## src/rtl/reg_bank_if.sv

```systemverilog
// Decoder/ALU-facing bus of the register bank: write, increment, read-select lines and status outputs.
interface reg_bank_if #(
    parameter int unsigned WIDTH     = 4,
    parameter int unsigned SEL_W     = 2,
    parameter int unsigned CNT_WIDTH = 8
);
    logic                 sclr;
    logic                 wr_en;
    logic [SEL_W-1:0]     wr_sel;
    logic [WIDTH-1:0]     wr_data;
    logic                 inc_en;
    logic [SEL_W-1:0]     inc_sel;
    logic [SEL_W-1:0]     rd_sel_a;
    logic [WIDTH-1:0]     rd_data_a;
    logic [SEL_W-1:0]     rd_sel_b;
    logic [WIDTH-1:0]     rd_data_b;
    logic                 carry_out;
    logic [CNT_WIDTH-1:0] cycle_count;
    logic                 cycle_wrap;

    modport master (
        output sclr, wr_en, wr_sel, wr_data, inc_en, inc_sel, rd_sel_a, rd_sel_b,
        input  rd_data_a, rd_data_b, carry_out, cycle_count, cycle_wrap
    );

    modport slave (
        input  sclr, wr_en, wr_sel, wr_data, inc_en, inc_sel, rd_sel_a, rd_sel_b,
        output rd_data_a, rd_data_b, carry_out, cycle_count, cycle_wrap
    );
endinterface

```

## src/rtl/reg_bank.sv

```systemverilog
// Register bank with write-load, increment with carry pulse, two combinational read ports
// and a free-running cycle counter with wrap pulse.
module reg_bank #(
    parameter int unsigned WIDTH     = 4,
    parameter int unsigned NUM_REGS  = 4,
    parameter int unsigned SEL_W     = 2,
    parameter int unsigned CNT_WIDTH = 8
) (
    input  logic      clk,
    input  logic      clr_n,
    reg_bank_if.slave bus
);
    logic [WIDTH-1:0]     regs_q [NUM_REGS];
    logic [WIDTH-1:0]     regs_d [NUM_REGS];
    logic                 carry_d;
    logic                 carry_q;
    logic [CNT_WIDTH-1:0] cnt_q;
    logic                 wrap_q;
    logic [WIDTH-1:0]     rd_a;
    logic [WIDTH-1:0]     rd_b;

    // Next register state; selects matching no index (out of range) have no effect.
    always_comb begin
        carry_d = 1'b0;
        for (int i = 0; i < int'(NUM_REGS); i++) begin
            regs_d[i] = regs_q[i];
            if (bus.wr_en && (bus.wr_sel == SEL_W'(i))) begin
                regs_d[i] = bus.wr_data;
            end else if (bus.inc_en && (bus.inc_sel == SEL_W'(i))) begin
                regs_d[i] = regs_q[i] + WIDTH'(1);
                carry_d   = &regs_q[i];
            end
        end
    end

    always_ff @(posedge clk or negedge clr_n) begin
        if (!clr_n) begin
            for (int i = 0; i < int'(NUM_REGS); i++) regs_q[i] <= '0;
            carry_q <= 1'b0;
            cnt_q   <= '0;
            wrap_q  <= 1'b0;
        end else if (bus.sclr) begin
            for (int i = 0; i < int'(NUM_REGS); i++) regs_q[i] <= '0;
            carry_q <= 1'b0;
            cnt_q   <= '0;
            wrap_q  <= 1'b0;
        end else begin
            for (int i = 0; i < int'(NUM_REGS); i++) regs_q[i] <= regs_d[i];
            carry_q <= carry_d;
            cnt_q   <= cnt_q + CNT_WIDTH'(1);
            wrap_q  <= &cnt_q;
        end
    end

    // Read muxes; an unmatched select reads as zero.
    always_comb begin
        rd_a = '0;
        rd_b = '0;
        for (int i = 0; i < int'(NUM_REGS); i++) begin
            if (bus.rd_sel_a == SEL_W'(i)) rd_a = regs_q[i];
            if (bus.rd_sel_b == SEL_W'(i)) rd_b = regs_q[i];
        end
    end

    assign bus.rd_data_a   = rd_a;
    assign bus.rd_data_b   = rd_b;
    assign bus.carry_out   = carry_q;
    assign bus.cycle_count = cnt_q;
    assign bus.cycle_wrap  = wrap_q;
endmodule

```

## src/flat_wrapper.sv

```systemverilog
// flat-port wrapper written by rule: the top's interface ports become plain ports
module reg_bank_flat 
#(
    parameter int unsigned WIDTH     = 4,
    parameter int unsigned NUM_REGS  = 4,
    parameter int unsigned SEL_W     = 2,
    parameter int unsigned CNT_WIDTH = 8
)
  (clk, clr_n, bus_sclr, bus_wr_en, bus_wr_sel, bus_wr_data, bus_inc_en, bus_inc_sel, bus_rd_sel_a, bus_rd_sel_b, bus_rd_data_a, bus_rd_data_b, bus_carry_out, bus_cycle_count, bus_cycle_wrap);
  reg_bank_if #(.WIDTH(WIDTH), .SEL_W(SEL_W), .CNT_WIDTH(CNT_WIDTH)) bus_i ();
  input  logic clk;
  input  logic clr_n;
  input wire logic [$bits(bus_i.sclr)-1:0] bus_sclr;
  input wire logic [$bits(bus_i.wr_en)-1:0] bus_wr_en;
  input wire logic [$bits(bus_i.wr_sel)-1:0] bus_wr_sel;
  input wire logic [$bits(bus_i.wr_data)-1:0] bus_wr_data;
  input wire logic [$bits(bus_i.inc_en)-1:0] bus_inc_en;
  input wire logic [$bits(bus_i.inc_sel)-1:0] bus_inc_sel;
  input wire logic [$bits(bus_i.rd_sel_a)-1:0] bus_rd_sel_a;
  input wire logic [$bits(bus_i.rd_sel_b)-1:0] bus_rd_sel_b;
  output wire logic [$bits(bus_i.rd_data_a)-1:0] bus_rd_data_a;
  output wire logic [$bits(bus_i.rd_data_b)-1:0] bus_rd_data_b;
  output wire logic [$bits(bus_i.carry_out)-1:0] bus_carry_out;
  output wire logic [$bits(bus_i.cycle_count)-1:0] bus_cycle_count;
  output wire logic [$bits(bus_i.cycle_wrap)-1:0] bus_cycle_wrap;
  assign bus_i.sclr = bus_sclr;
  assign bus_i.wr_en = bus_wr_en;
  assign bus_i.wr_sel = bus_wr_sel;
  assign bus_i.wr_data = bus_wr_data;
  assign bus_i.inc_en = bus_inc_en;
  assign bus_i.inc_sel = bus_inc_sel;
  assign bus_i.rd_sel_a = bus_rd_sel_a;
  assign bus_i.rd_sel_b = bus_rd_sel_b;
  assign bus_rd_data_a = bus_i.rd_data_a;
  assign bus_rd_data_b = bus_i.rd_data_b;
  assign bus_carry_out = bus_i.carry_out;
  assign bus_cycle_count = bus_i.cycle_count;
  assign bus_cycle_wrap = bus_i.cycle_wrap;
  reg_bank #(.WIDTH(WIDTH), .NUM_REGS(NUM_REGS), .SEL_W(SEL_W), .CNT_WIDTH(CNT_WIDTH)) u_core (.clk(clk), .clr_n(clr_n), .bus(bus_i));
endmodule
```

## config.mk

```make
export PLATFORM = sky130hd
export DESIGN_NAME = reg_bank_flat
export DESIGN_NICKNAME = d
export VERILOG_FILES = /design/src/rtl/reg_bank_if.sv /design/src/rtl/reg_bank.sv /design/src/flat_wrapper.sv
export SDC_FILE = /design/constraint.sdc
export NUM_CORES = 1
export LEC_CHECK = 0
export ABC_AREA = 0
export ABC_CLOCK_PERIOD_IN_PS = 1600
export CELL_PAD_IN_SITES_DETAIL_PLACEMENT = 1
export CELL_PAD_IN_SITES_GLOBAL_PLACEMENT = 1
export CORE_MARGIN = 3
export CORE_UTILIZATION = 40
export CTS_BUF_LIST = sky130_fd_sc_hd__clkbuf_4
export CTS_CLUSTER_DIAMETER = 120
export DETAILED_ROUTE_END_ITERATION = 10
export PLACE_DENSITY = 0.88
export SETUP_SLACK_MARGIN = 0.02
export SYNTH_ARGS = -nofsm -noshare
export SYNTH_HDL_FRONTEND = slang
export SYNTH_SLANG_ARGS = --single-unit
```

## constraint.sdc

```tcl
create_clock -name clk -period 1.6 [get_ports clk]
set_input_delay 0.48 -clock clk [delete_from_list [all_inputs] [get_ports clk]]
set_output_delay 0.48 -clock clk [all_outputs]
set_load 0.03 [all_outputs]
```

==> impl_metrics.py, run 1 <==
metrics = {
    "outcome": {
        "status": "finished with violations",
        "violations": "negative setup slack",
    },
    "worst_setup_path": {
        "crit_slowest_cell": "mux4_2",
        "critPathRequiredTime_ns": 1.12,
        "critPathKind": "flip-flop to output port",
        "slowest_delay_ns": 0.51,
        "critPathLaunchType": "flip-flop",
        "crit_path_cell_trace": "mux4_2 -> buf_6",
        "cp_max_fo": 3,
        "crit_path_end_kind": "output port",
        "cp.arrival_ns": 1.46,
    },
    "final_layout": {
        "drive_above_1_share_pct": 42.1,
        "diodes": 0,
        "final_common_cell": "buf_4",
        "area_delta_synth_final_pct": 52.5,
        "layoutNonFillerInstCount": 276,
        "layout.nets": 251,
        "fill_cells": 406,
        "mostFrequentLayoutCells": "buf_4 (49), dfrtp_1 (26), nor2_1 (23), xor2_1 (10), a211oi_1 (10)",
        "multi_input_area_um2": 975,
        "seq_area_um2": 651,
    },
    "grt": {
        "overflow": 0,
        "antenna_found_initial": 0,
        "grt_pass1_vias": 1825,
        "grt_first_pass_wirelength_mm": 10.0,
        "grt_usage_pct": 26.8,
        "grt_max_degree": 27,
    },
    "timing": {
        "fin_crit_sh_pct": 121,
        "slew_viol_final": 0,
        "fin_skew_ns": 0.00342,
        "finalWorstSetupSlack_ns": -0.336,
        "max_freq_ghz": 0.517,
        "tns_ns": -2.53,
        "hold_viol_final": 0,
        "rsz0062_at_grt": "yes",
        "slew_headroom_pct": 76.0,
        "worst_pin_slew_ns": 0.359,
        "finalSetupViolCount": 8,
        "fin_crit_ns": 1.94,
    },
    "floorplan": {
        "start_util_pct": 42.5,
        "io_pins": 35,
        "rows": 22,
        "die_w_um": 69.1,
        "core-area_mm2": 0.00374,
        "die_y_um": 69.1,
        "die_area_mm2": 0.00477,
    },
    "placement": {
        "place_inst": 264,
        "portBuffers": 34,
        "gp_congestion": 0.885,
        "post-place-ws_ns": -1.17,
        "post-dp-hpwl_mm": 4.52,
    },
    "pwr": {
        "cellLeakagePower_nw": 1.12,
        "powerDensity_mw_per_mm2": 674,
        "vdd.ir_drop.worst_mv": 0.436,
    },
    "clocking": {
        "cts_max_level": 1,
        "tritoncts": "built",
        "clk_latency_ns": 0.32,
        "cts.sinks": 26,
        "ctsHoldBuffers": 0,
        "cts_root_buf": "clkbuf_4",
        "clk_pin_slew_ns": 0.15,
        "cts.path.max_buffers": 2,
        "cts_buffers": 3,
    },
    "worst_hold_path": {
        "worstHoldPathType": "primary input to async pin",
    },
    "logic_synthesis": {
        "async_flop_share_pct": 100,
        "synth_edf_count": 0,
        "ys_seq_elements": 26,
        "synthCells": 145,
        "seq_area_frac_synth_pct": 40.8,
        "synth_area_per_cell_um2": 11.0,
        "syn_nets": 167,
        "synthFlopType": "dfrtp_1",
        "ys_warn_count": 0,
        "synth_cell_types": 34,
        "synth_area_mm2": 0.00159,
    },
    "drt": {
        "viasPerCell": 5.90,
        "wire_per_inst_um": 22.7,
        "vias": 1628,
        "ant_nets": 0,
        "drc": 0,
        "drt_iter0_drc": 103,
        "dr.pass1.iters": 5,
        "totalWireLength_mm": 6.26,
    },
    "job": {
        "max-cap-violations": 0,
    },
}
[cell type report]
cell class | count | area share (%)
Clock inverter | 1 | 1.24
Multi-Input combinational cell | 113 | 40.1
Timing Repair Buffer | 84 | 28.3
Tap cell | 48 | 2.47
Clock buffer | 3 | 0.927
Sequential cell | 26 | 26.8
Inverter | 1 | 0.155
[report_power, final]
group	internal, mW	switching (mW)
Combinational	0.221	0.233
Sequential	0.688	0.0321
Clock	0.253	0.208
[metal layers]
metal  GRT usage, %  up-vias  part of all wire, %  wire length, µm
met3           3.50       20                  3.9              243
li1               -      703                    -                -
met1           33.1      841                   41             2590
met4           10.2        0                  2.2              140
met2           47.4       64                   53             3290
met5              0        -                    0                0
[worst paths after layout]
path / start / end / slack [ns] / cells past startpoint
setup / recovery: u_core.regs_q[1] / bus_rd_data_b[1] / -0.34 / 2
hold / removal: clr_n / u_core.regs_q[9] / 0.52 / 2
setup reg to reg: u_core.regs_q[1] / u_core.bus.carry_out / 0.02 / 6
hold reg to reg: u_core.bus.cycle_count[0] / u_core.bus.cycle_count[0] / 0.56 / 2
max in group asynchronous: clr_n / u_core.bus.cycle_count[0] / 0.82 / 2
min in group clk: u_core.bus.cycle_count[0] / u_core.bus.cycle_count[0] / 0.56 / 2
[state kept, by name, summed over array words and instances (netlist names)]
name,count
u_core.regs_q,16
u_core.bus.cycle_count,8
u_core.bus.carry_out,1
u_core.bus.cycle_wrap,1
[cells in the mapped netlist (2+ instances only)]
master | n | area share (%)
o21ai_1 | 2 | 0.63
nor2_1 | 24 | 5.7
xor2_1 | 10 | 5.5
nor2b_1 | 3 | 1.2
mux4_2 | 8 | 11
or3_1 | 3 | 1.2
ha_1 | 5 | 3.9
a311oi_1 | 2 | 1.1
a211oi_1 | 13 | 6.1
dfrtp_1 | 26 | 41
nand4_1 | 2 | 0.79
nand3b_1 | 3 | 1.4
clkbuf_1 | 3 | 0.71
mux2i_1 | 4 | 2.5
nand3_1 | 10 | 3.1
xnor2_1 | 5 | 2.7
and3_1 | 2 | 0.79
nand2_1 | 4 | 0.94
[stage by stage]
stage          cell area, µm²  util [%]  hold WS, ns  power [mW]
2_1_floorplan            1590         -        0.184       0.908
3_3_place_gp             2270      60.7        0.509        1.11
3_5_place_dp             2270      60.7        0.538        1.15
4_1_cts                  2370      63.3        0.530        1.61
5_1_grt                  2430      64.9        0.541        1.70
6_report                 2430      64.9        0.518        1.64
[worst max-delay path: cells and delay by family, from the launching register on]
family                 cells  cell delay, ns
multiplexers               1            0.51
buffers and inverters      1            0.16
flip-flops                 1            0.46
[cells by family (layout without fill, tap and decap cells)]
family                   Yosys count  count (layout)  synth area share [%]
AND/OR/NAND/NOR                   59              59                  19.6
flip-flops                        26              26                  40.8
AO/OA/AOI/OAI                     22              22                  11.0
XOR/XNOR                          15              15                  8.25
multiplexers                      12              12                  13.8
buffers and inverters              6              89                  2.51
adder cells (fa/ha/maj)            5               5                  3.93
[timing repair]
item                                    4_1_cts  5_1_grt
setup buffers                                 4        4
endpoints found under the setup margin       30       19
resized for setup                            98       16
cloned                                        0        0
pin swaps                                     6        5
Power figures use the tool's default switching activity.
==> run 2, diff against run 1 <==
--- a/config.mk
+++ b/config.mk
@@ -10,11 +10,12 @@
 export CELL_PAD_IN_SITES_DETAIL_PLACEMENT = 1
 export CELL_PAD_IN_SITES_GLOBAL_PLACEMENT = 1
 export CORE_MARGIN = 3
-export CORE_UTILIZATION = 40
+export CORE_UTILIZATION = 48
 export CTS_BUF_LIST = sky130_fd_sc_hd__clkbuf_4
 export CTS_CLUSTER_DIAMETER = 120
 export DETAILED_ROUTE_END_ITERATION = 10
-export PLACE_DENSITY = 0.88
+export DONT_BUFFER_PORTS = 1
+export PLACE_DENSITY = 0.84
 export SETUP_SLACK_MARGIN = 0.02
 export SYNTH_ARGS = -nofsm -noshare
 export SYNTH_HDL_FRONTEND = slang
==> impl_metrics.py, run 2 (same netlist as run 1, synthesis figures left out) <==
metrics = {
    "outcome": {
        "status": "finished with violations",
        "violations": "negative setup slack",
    },
    "worst_setup_path": {
        "regToRegEndpoint": "u_core.regs_q[3]",
        "critPathRequiredTime_ns": 1.12,
        "crit_slowest_cell": "mux4_2",
        "cp_max_fo": 4,
        "r2r_setup_slack_ns": 0.09,
        "slowest_delay_ns": 0.61,
        "critPathBufInv": 0,
        "r2r_start": "u_core.regs_q[0]",
        "crit_path_cell_trace": "mux4_2",
        "crit_path_end_kind": "output port",
        "rr_worst_depth": 5,
        "cp.arrival_ns": 1.42,
        "path_delay_family": "multiplexers",
        "critPathLaunchType": "flip-flop",
        "critPathKind": "flip-flop to output port",
    },
    "pwr": {
        "switching_share_pct": 27.1,
        "p_switching_mw": 0.403,
        "powerDensity_mw_per_mm2": 767,
        "p_int_mw": 1.08,
        "vdd.ir_drop.worst_mv": 0.449,
        "p_clk_share_pct": 31.1,
        "cellLeakagePower_nw": 0.850,
        "seq_power_share_pct": 48.9,
        "p_comb_share_pct": 20.1,
    },
    "grt": {
        "grt_usage_pct": 25.3,
        "grt_first_pass_wirelength_mm": 7.79,
        "overflow": 0,
        "grt_max_degree": 29,
        "grt_pass1_vias": 1482,
        "antenna_found_initial": 0,
    },
    "floorplan": {
        "die_area_mm2": 0.00405,
        "die_w_um": 63.6,
        "die_y_um": 63.6,
        "core-area_mm2": 0.00310,
        "start_util_pct": 51.3,
        "io_pins": 35,
        "rows": 20,
    },
    "job": {
        "max-cap-violations": 0,
    },
    "clocking": {
        "cts_buffers": 3,
        "tritoncts": "built",
        "cts_root_buf": "clkbuf_4",
        "clk_latency_ns": 0.33,
        "cts.path.max_buffers": 2,
        "cts.sinks": 26,
        "clk_pin_slew_ns": 0.16,
        "cts_max_level": 1,
    },
    "placement": {
        "post-place-ws_ns": 0.0437,
        "place_inst": 202,
        "portBuffers": 0,
        "gp_congestion": 0.918,
        "post-dp-hpwl_mm": 3.27,
    },
    "worst_hold_path": {
        "min-delay-start": "bus_sclr",
        "worstHoldPathType": "primary input to flip-flop",
        "holdPathEnd": "u_core.regs_q[9]",
        "hold_depth": 1,
    },
    "timing": {
        "fin_crit_ns": 1.90,
        "fin_crit_sh_pct": 119,
        "fin_skew_ns": 0.0135,
        "slew_headroom_pct": 73.8,
        "worst_pin_slew_ns": 0.393,
        "rsz0062_at_grt": "yes",
        "hold_viol_final": 0,
        "tns_ns": -2.21,
        "max_freq_ghz": 0.526,
        "finalSetupViolCount": 8,
        "slew_viol_final": 0,
        "finalWorstSetupSlack_ns": -0.299,
    },
    "final_layout": {
        "regMostFlops": "u_core.regs_q",
        "final_common_cell": "buf_4",
        "layout.nets": 199,
        "diodes": 0,
        "mostFrequentLayoutCells": "buf_4 (30), nor2_1 (24), dfrtp_1 (23), a211oi_1 (13)",
        "finish.utilization_pct": 62.5,
        "layoutNonFillerInstCount": 220,
        "largest_reg_flops": 16,
        "drive_above_1_share_pct": 29.5,
        "area_delta_synth_final_pct": 21.8,
    },
    "drt": {
        "vias": 1349,
        "ant_nets": 0,
        "totalWireLength_mm": 4.99,
        "dr.pass1.iters": 4,
        "viasPerCell": 6.13,
        "drt_iter0_drc": 126,
        "drc": 0,
        "wire_per_inst_um": 22.7,
    },
}
-- run 2: cell types whose count changed in the layout (fill, tap and decap cells not counted), moves of 2 or more --
| cell | delta |
|---|---|
| a211oi_2 | -3 |
| buf_2 | -2 |
| dfrtp_1 | -3 |
| buf_6 | -9 |
| dlygate4sd2_1 | -9 |
| clkdlybuf4s15_2 | -3 |
| a311oi_2 | -2 |
| clkbuf_2 | -5 |
| clkdlybuf4s50_1 | -6 |
| dfrtp_2 | +3 |
| a211oi_1 | +3 |
| buf_4 | -19 |
| a311oi_1 | +2 |
-- run 2: how the worst max path moves through the flow --
stage                 startpoint               end  slack, ns  depth (start not counted)
6_report        u_core.regs_q[6]  bus_rd_data_b[2]      -0.30                          1
5_1_grt         u_core.regs_q[6]  bus_rd_data_b[2]      -0.34                          1
4_1_cts        u_core.regs_q[15]  bus_rd_data_a[3]      -0.29                          1
3_5_place_dp     bus_rd_sel_a[1]  bus_rd_data_a[3]       0.04                          1
3_3_place_gp     bus_rd_sel_b[1]  bus_rd_data_b[3]       0.05                          1
2_1_floorplan    bus_rd_sel_a[0]  bus_rd_data_a[0]       0.06                          1
-- run 2: routing by layer --
metal / up-vias / track usage, % / part of all wire (%)
li1: 602 / - / -
met1: 683 / 31.5 / 41
met2: 50 / 44.3 / 52
met3: 14 / 3.57 / 5.4
met4: 0 / 8.89 / 2.2
met5: - / 0 / 0
-- run 2: cell type report --
cell class,count,area (µm²)
fillers,350,1160
multi-input cells,113,918
flip-flops and latches,26,654
repair buffers,32,255
well taps,44,55.1
clock inverters,1,30.0
clock buffers,3,22.5
inverters,1,3.75
-- run 2: worst reg2reg max path, cell delays in order, from the launching register on --
cell	delay [ns]
dfrtp_1	0.46
buf_4	0.15
buf_4	0.12
nand3_1	0.08
or3_1	0.30
a311oi_1	0.30
-- run 2: metrics by stage --
stage	hold WS [ns]	total power, mW	cell area (µm²)
3_5_place_dp	0.185	0.972	1750
5_1_grt	0.150	1.56	1940
3_3_place_gp	0.185	0.958	1750
4_1_cts	0.174	1.47	1890
2_1_floorplan	0.184	0.908	1590
6_report	0.181	1.49	1940
-- run 2: what timing repair did --
action	in CTS	in global routing
setup buffers	8	5
endpoints found under the hold margin	26	0
hold buffers	2	0
gates resized for setup	1	5
pin swaps	0	2
setup endpoints to repair	8	9
-- run 2: power by group through the flow --
stage                     logic [mW]  clock network (mW)  registers, mW
final                          0.298               0.462          0.726
after global routing           0.319               0.510          0.729
after CTS                      0.280               0.464          0.721
after detailed placement       0.234                   0          0.738
after global placement         0.223                   0          0.735
after floorplan                0.164                   0          0.743
